[src/rtl/ps2_host_tx.sv]
// Host-to-device PS/2 transmitter: inhibits the bus, requests to send, shifts one
// byte plus odd parity on device clock edges, then checks the device ACK.
module ps2_host_tx #(
  parameter int INHIBIT_CYCLES = 5000,
  parameter int RTS_CYCLES     = 50,
  parameter int TIMEOUT_CYCLES = 750000
) (
  input  logic       clk,
  input  logic       rst_n,
  input  logic [7:0] tx_data,
  input  logic       tx_valid,
  output logic       tx_ready,
  output logic       busy,
  output logic       done,
  output logic       err,
  input  logic       Keyb_clk,
  input  logic       Keyboard_data,
  output logic       ps2_clk_drv,
  output logic       ps2_data_drv
);

  localparam int CNT_W = $clog2(TIMEOUT_CYCLES + INHIBIT_CYCLES + RTS_CYCLES + 1);

  localparam logic [CNT_W-1:0] INHIBIT_LAST = CNT_W'(INHIBIT_CYCLES - 1);
  localparam logic [CNT_W-1:0] RTS_LAST     = CNT_W'(RTS_CYCLES - 1);
  localparam logic [CNT_W-1:0] TIMEOUT_LAST = CNT_W'(TIMEOUT_CYCLES - 1);

  localparam logic [2:0] ST_IDLE      = 3'd0;
  localparam logic [2:0] ST_INHIBIT   = 3'd1;
  localparam logic [2:0] ST_RTS       = 3'd2;
  localparam logic [2:0] ST_SHIFT     = 3'd3;
  localparam logic [2:0] ST_WAIT_IDLE = 3'd4;

  logic [2:0]       state;
  logic [CNT_W-1:0] cnt;
  logic [3:0]       bit_cnt;
  logic [7:0]       shift_reg;
  logic             parity;
  logic             ack_ok;

  logic sync_clk_meta, sync_clk, sync_clk_prev;
  logic sync_data_meta, sync_data;
  logic fe;

  // Pad inputs are asynchronous to clk; the idle bus level is high.
  always_ff @(posedge clk or negedge rst_n) begin
    if (!rst_n) begin
      sync_clk_meta  <= 1'b1;
      sync_clk       <= 1'b1;
      sync_clk_prev  <= 1'b1;
      sync_data_meta <= 1'b1;
      sync_data      <= 1'b1;
    end else begin
      sync_clk_meta  <= Keyb_clk;
      sync_clk       <= sync_clk_meta;
      sync_clk_prev  <= sync_clk;
      sync_data_meta <= Keyboard_data;
      sync_data      <= sync_data_meta;
    end
  end

  assign fe       = sync_clk_prev & ~sync_clk;
  assign tx_ready = (state == ST_IDLE);
  assign busy     = ~tx_ready;

  always_ff @(posedge clk or negedge rst_n) begin
    if (!rst_n) begin
      state        <= ST_IDLE;
      cnt          <= '0;
      bit_cnt      <= '0;
      shift_reg    <= '0;
      parity       <= 1'b0;
      ack_ok       <= 1'b0;
      ps2_clk_drv  <= 1'b0;
      ps2_data_drv <= 1'b0;
      done         <= 1'b0;
      err          <= 1'b0;
    end else begin
      done <= 1'b0;
      err  <= 1'b0;
      case (state)
        ST_IDLE: begin
          if (tx_valid && tx_ready) begin
            shift_reg   <= tx_data;
            parity      <= ~^tx_data;
            ps2_clk_drv <= 1'b1;
            cnt         <= '0;
            state       <= ST_INHIBIT;
          end
        end
        ST_INHIBIT: begin
          if (cnt == INHIBIT_LAST) begin
            cnt          <= '0;
            ps2_data_drv <= 1'b1;
            state        <= ST_RTS;
          end else begin
            cnt <= cnt + 1'b1;
          end
        end
        ST_RTS: begin
          if (cnt == RTS_LAST) begin
            cnt         <= '0;
            bit_cnt     <= '0;
            ps2_clk_drv <= 1'b0;
            state       <= ST_SHIFT;
          end else begin
            cnt <= cnt + 1'b1;
          end
        end
        ST_SHIFT: begin
          // bit_cnt holds the number of edges seen before this one.
          if (fe) begin
            cnt     <= '0;
            bit_cnt <= bit_cnt + 1'b1;
            if (bit_cnt <= 4'd7) begin
              ps2_data_drv <= ~shift_reg[0];
              shift_reg    <= {1'b0, shift_reg[7:1]};
            end else if (bit_cnt == 4'd8) begin
              ps2_data_drv <= ~parity;
            end else if (bit_cnt == 4'd9) begin
              ps2_data_drv <= 1'b0;
            end else begin
              ack_ok <= ~sync_data;
              state  <= ST_WAIT_IDLE;
            end
          end else if (cnt == TIMEOUT_LAST) begin
            cnt          <= '0;
            ps2_clk_drv  <= 1'b0;
            ps2_data_drv <= 1'b0;
            err          <= 1'b1;
            state        <= ST_IDLE;
          end else begin
            cnt <= cnt + 1'b1;
          end
        end
        ST_WAIT_IDLE: begin
          if (sync_clk && sync_data) begin
            cnt   <= '0;
            done  <= ack_ok;
            err   <= ~ack_ok;
            state <= ST_IDLE;
          end else if (cnt == TIMEOUT_LAST) begin
            cnt          <= '0;
            ps2_clk_drv  <= 1'b0;
            ps2_data_drv <= 1'b0;
            err          <= 1'b1;
            state        <= ST_IDLE;
          end else begin
            cnt <= cnt + 1'b1;
          end
        end
        default: begin
          ps2_clk_drv  <= 1'b0;
          ps2_data_drv <= 1'b0;
          state        <= ST_IDLE;
        end
      endcase
    end
  end

endmodule

[config.mk]
export PLATFORM = sky130hd
export DESIGN_NAME = ps2_host_tx
export DESIGN_NICKNAME = d
export VERILOG_FILES = /design/src/rtl/ps2_host_tx.sv
export SDC_FILE = /design/constraint.sdc
export NUM_CORES = 1
export LEC_CHECK = 0
export ABC_AREA = 1
export CORE_ASPECT_RATIO = 1.75
export CORE_MARGIN = 2
export CORE_UTILIZATION = 34
export DETAILED_ROUTE_END_ITERATION = 6
export SYNTH_ARGS = -nofsm -noshare
export SYNTH_HDL_FRONTEND = slang
export SYNTH_SLANG_ARGS = --single-unit
[constraint.sdc]
create_clock -name clk -period 2.4 [get_ports clk]
set_input_delay 0.24 -clock clk [delete_from_list [all_inputs] [get_ports clk]]
set_output_delay 0.24 -clock clk [all_outputs]
set_load 0.05 [all_outputs]
Word level (Yosys, flattened, before mapping):

Cells that the tools add are included.

* equal/unequal tests: 20
* magnitude comparators: 1
* $mul: 0
* reductions and logical operators: 16
* divide/modulo/power cells: 0
* shifts and indexed selects: 0
* muxes and demuxes: 44
* bitwise operators: 12
* add/sub/neg operators: 2

Operator list (number)
* 20-bit two-way mux: 6
* 20-bit case mux with 5 select lines: 1
* 3-bit two-way mux: 9
* 8-bit two-way mux: 3
* 20-bit by 1-bit adder with 20-bit output (second input constant): 1
* 20-bit by 13-bit equality test with 1-bit output (second input constant): 1
* 20-bit equality test (second input constant): 1
* 20-bit by 6-bit equality test with 1-bit output (second input constant): 1
* 1-bit two-way mux: 17
* 8-bit case mux with 2 select lines: 1
* 3-bit case mux with 5 select lines: 1
* 2-bit != test (second input constant): 6
* 1-bit NOT: 11
* 5-bit AND reduction: 2
* 3-bit != test (second input constant): 3
* 4-bit equality test (second input constant): 2
* 4-bit two-way mux: 2
* 4-bit case mux with 2 select lines: 1
* 4-bit AND reduction: 2
* 8-bit XNOR reduction: 1
* 3-bit by 2-bit equality test with 1-bit output (second input constant): 2
* 6-bit AND reduction: 1
* 5-bit != test (second input constant): 1
* 1-bit case mux with 5 select lines: 1
* 15 further kinds: 18

* RAM bits: 0
* logic and storage cells: 110
* input bits: 13
* memories kept: 0
* latch bits: 0
* flip-flop bits (word level): 46
* memory bits (read-only): 0
* output and inout bits: 6

Logic depth before layout (Yosys ltp):

* depth after elaboration: 6
* gate-level depth with buffers: 12
* gate-level depth less buffers: 11

Worst setup path after synthesis:

OpenSTA, ideal clock, no wires.

* path type: register to register
* start point: register state[1]
* end point: register ps2_data_drv
* arrival: 1.580 ns
* library setup time: 0.121 ns
* cell stages (with the launch flop): 9
* setup slack: 0.699 ns
* period minus slack after synthesis: 1.701 ns
* data required time: 2.279 ns
* path buffers: 0
* cell sequence: dfrtp_1 inv_2 nand2_2 nor2_4 inv_1 nand3_1 nor2_1 a21oi_1 nor2_1

* cells in the longest elaborated chain, start to end: 4
* elaborated cells on any way between the ends: 12
* classes of those cells: eq/ne (7); mux (1); bitwise (1); reduce/logical (3)

RTL lines
* from (decl): RTL line 34 `logic [2:0] state;`
* from (signal assigned): RTL line 68 `state <= ST_IDLE;`
* from (signal assigned): RTL line 88 `state <= ST_INHIBIT;`
* from (signal assigned): RTL line 95 `state <= ST_RTS;`
* 3-bit logical NOT *
* via tx_ready: RTL line 12 `output logic tx_ready,`
* 2-bit OR reduction (no source line) *
* 1-bit NOT (no source line)
* 4-bit AND reduction (no source line)
* to (signal assigned): RTL line 116 `ps2_data_drv <= ~shift_reg[0];`
* to (signal assigned): RTL line 119 `ps2_data_drv <= ~parity;`
* to (decl): RTL line 19 `output logic ps2_data_drv`

The timed path passes the listed nets; every way through them passes the cells marked *.
A chain may end at the register's enable or synchronous reset.

Final worst setup path:

* start point: register state[1]
* end point: output tx_ready

* cells in the longest elaborated chain, start to end: 1

RTL lines
* 3-bit logical NOT: RTL line 63 `assign tx_ready = (state == ST_IDLE);`
* to (decl): RTL line 12

No other way between the ends.

==> metrics.md <==
| Metric | Value |
|---|---|
| Hold-fix buffers, CTS | 0 |
| Dpl hpwl | 5.54 mm |
| Largest stage delay on the critical path | 0.83 ns |
| Port Buffers | 18 |
| PwrDens | 951 nW/um^2 |
| TritonCTS Sinks | 46 |
| Synth cell types | 37 |
| Worst-path maximum fanout | 5 |
| Final antenna-violating net count | 0 |
| Chip width | 74.6 um |
| Syn_nets | between 300 and 400 |
| Vias post-DR | 2511 |
| Max-cap violations | 0 |
| Period utilization | 88.7% |
| RSZ-0062 raised after global routing | no |
| Rel. slew slack | 60.6% |
| Fin area | 3400 sq um |
| Fin cells | 519 |
| TritonRoute pass-1 iters | 5 |
| Synth Cell Area | 2970 sq um |
| Worst r2r dst | cnt[12]$_DFFE_PN0P_ |
| Final WS setup | 0.272 ns |
| Die area | 9520 sq um |
| Final Max Slew Viols | 0 |
| Detailed router's first-iteration violation count | roughly 180 |
| Commonest non-fill, non-tap cell in the layout | nand2_1 |
| Critical Path, Cell by Cell | inv_2 -> nand2_2 -> nor2_4 -> clkdlybuf4s50_1 |
| Num CTS Buffers | 5 |
| Die Span Y | between 100 and 150 um |
| Top achievable clock speed | about 0.47 GHz |
| Period minus WS final | 2.13 ns |
| Antenna Cells | 0 |
| Worst slew pin tran | 0.591 ns |
| I/O pins | 19 |
| Initial Utilization | 34.7% |
| WL/cell | roughly 14 um |
| Yosys reg bits | 46 |
| Syn avg cell area | 7.79 sq um |
| Layout cell share with drive strength beyond 1 | between 15 and 20% |
| Vias per cell | 4.84 |
| Highest-count cells in the layout ignoring fill and taps | 76 x nand2_1, 46 x inv_1, 41 x dfrtp_1, 38 x nor2_1, 26 x nand3_1 |
| Root Driver | clkbuf_16 |
| Dpl cells | roughly 510 |
| Drt total wl | roughly 7.1 mm |
| Nets | between 400 and 500 |
| Largest register FFs | 20 |
| Setup TNS | 0 ns |
| Clk buf depth | 2 |
| Worst endpoint data arrival time | 1.89 ns |
| Num rows | 45 |
| Static Leak | 1.46 nW |
| CTS clk-pin slew, worst paths | 0.06 ns |
| Reg2Reg Depth | 8 |
| Critical path data required time | 2.16 ns |
| Post-Syn Instances | 381 |
| DRC | 0 |
| Critical path's slowest cell | clkdlybuf4s50_1 |
| Flop2flop setup slack | 0.47 ns |
| Crit Path Class | flip-flop to output port |
| Vias in the first global route | 2534 |
| CTS tree | built |
| H-tree Lvls | 2 |
| Status | complete, no violations |
| Endpoints failing setup | 0 |
| Max VDD drop | 0.359 mV |
| Core area | 8560 sq um |
| Worst-skew pair later-pin latency | a little under 0.3 ns |
| First-pass GRT wire length | approximately 12 mm |
| Area Overhead vs Synth | 14.7% |
| GP Congestion | 0.919 |
| Fin. Hold Viols | 0 |
| Skew final | 0.00551 ns |
| Post-CTS Repair Setup Buffers | 0 |
| Warnings from Yosys | 0 |
| DP Area | 3260 sq um |
| Gr usage total | 15.9% |
| Post-CTS sizing | 0 |
| Sequential area share after synthesis | 39.0% |
| Antenna violations before repair | 0 |
| Worst slack at placement | 0.411 ns |
| Grt ovf | 0 |
| Worst r2r src | state[1]$_DFFE_PN0P_ |
| Hold crit path type | primary input to async pin |
| Critical path startpoint category | flip-flop |
| Largest net degree at the start of global routing | 47 |
| Critical path capture point type | output port |
## final cells by class
class,instances,area [sq um]
multi-input combinational,270,1530
fill,901,5150
clock buffer,7,143
timing repair buffer,20,203
clock inverter,1,5.00
sequential,46,1160
inverter,58,218
tap,117,146
## where the power goes
group	total [W]	internal [W]	leakage [nW]	switching (W)
combinational	0.00147	0.000477	0.789	0.000989
clock	0.000705	0.000413	0.0739	0.000292
sequential	0.00107	0.000941	0.595	0.000125
total	0.00324	0.00183	1.46	0.00141
## synthesized netlist by cell type (all sizes together)
| master | n | area, sq um |
|---|---|---|
| ha | 5 | 62.6 |
| nand3b | 1 | 7.51 |
| nor2 | 52 | 269 |
| xor2 | 9 | 78.8 |
| a21oi | 25 | 178 |
| dfstp | 5 | 131 |
| o32ai | 1 | 8.76 |
| nand2 | 86 | 353 |
| buf | 7 | 61.3 |
| nor3 | 5 | 35.0 |
| o21ai | 20 | 100 |
| nand3 | 30 | 185 |
| o21bai | 1 | 7.51 |
| clkinv | 2 | 7.51 |
| o22ai | 2 | 12.5 |
| o211ai | 6 | 45.0 |
| a31oi | 1 | 6.26 |
| xnor2 | 8 | 70.1 |
| dfrtp | 41 | 1030 |
| nor4 | 1 | 6.26 |
| inv | 56 | 210 |
| nand4 | 17 | 106 |
## per-stage QoR
stage | hold WS [ns] | utilization (%) | power (W)
after floorplan | -0.0556 | - | 0.00226
after global placement | 0.347 | 38.0 | 0.00253
after detailed placement | 0.352 | 38.0 | 0.00255
after CTS | 0.0610 | 39.8 | 0.00327
after global routing | 0.0970 | 39.8 | 0.00349
final | 0.0393 | 39.8 | 0.00324
## how the worst max path moves through the flow
stage,startpoint,to,cells after the start
2_1_floorplan,state[1]$_DFFE_PN0P_,ps2_data_drv$_DFFE_PN0P_,8
3_3_place_gp,tx_valid,cnt[12]$_DFFE_PN0P_,8
3_5_place_dp,tx_valid,cnt[12]$_DFFE_PN0P_,8
4_1_cts,state[1]$_DFFE_PN0P_,tx_ready,4
5_1_grt,state[1]$_DFFE_PN0P_,tx_ready,4
6_report,state[1]$_DFFE_PN0P_,tx_ready,4
## kinds of logic (layout without fill, tap and decap cells)
group,Yosys count,after routing,synth area share [%]
DFF,46,46,39.0
xor gates and xnor gates,17,17,5.02
adders and majority gates,5,5,2.11
buffers and inverters,65,86,9.40
AOI/OAI and AO/OA,56,56,12.1
and+or+nand+nor,192,192,32.4
## per-layer routing
layer	routed length, um	up-vias	share of wire [%]	track usage (%)
met5	0	-	0	0
met4	386	0	5.4	10.8
met3	215	25	3.0	2.52
met2	3820	54	54	28.7
met1	2700	1167	38	16.0
li1	-	1265	-	-
## worst max-delay path: cells and delay by family (launching register included)
family | cells | cell delay [ns]
and+or+nand+nor | 2 | 0.22
DFF | 1 | 0.46
buffers and inverters | 2 | 0.92
Note: power is estimated with default switching activity, not from simulation.
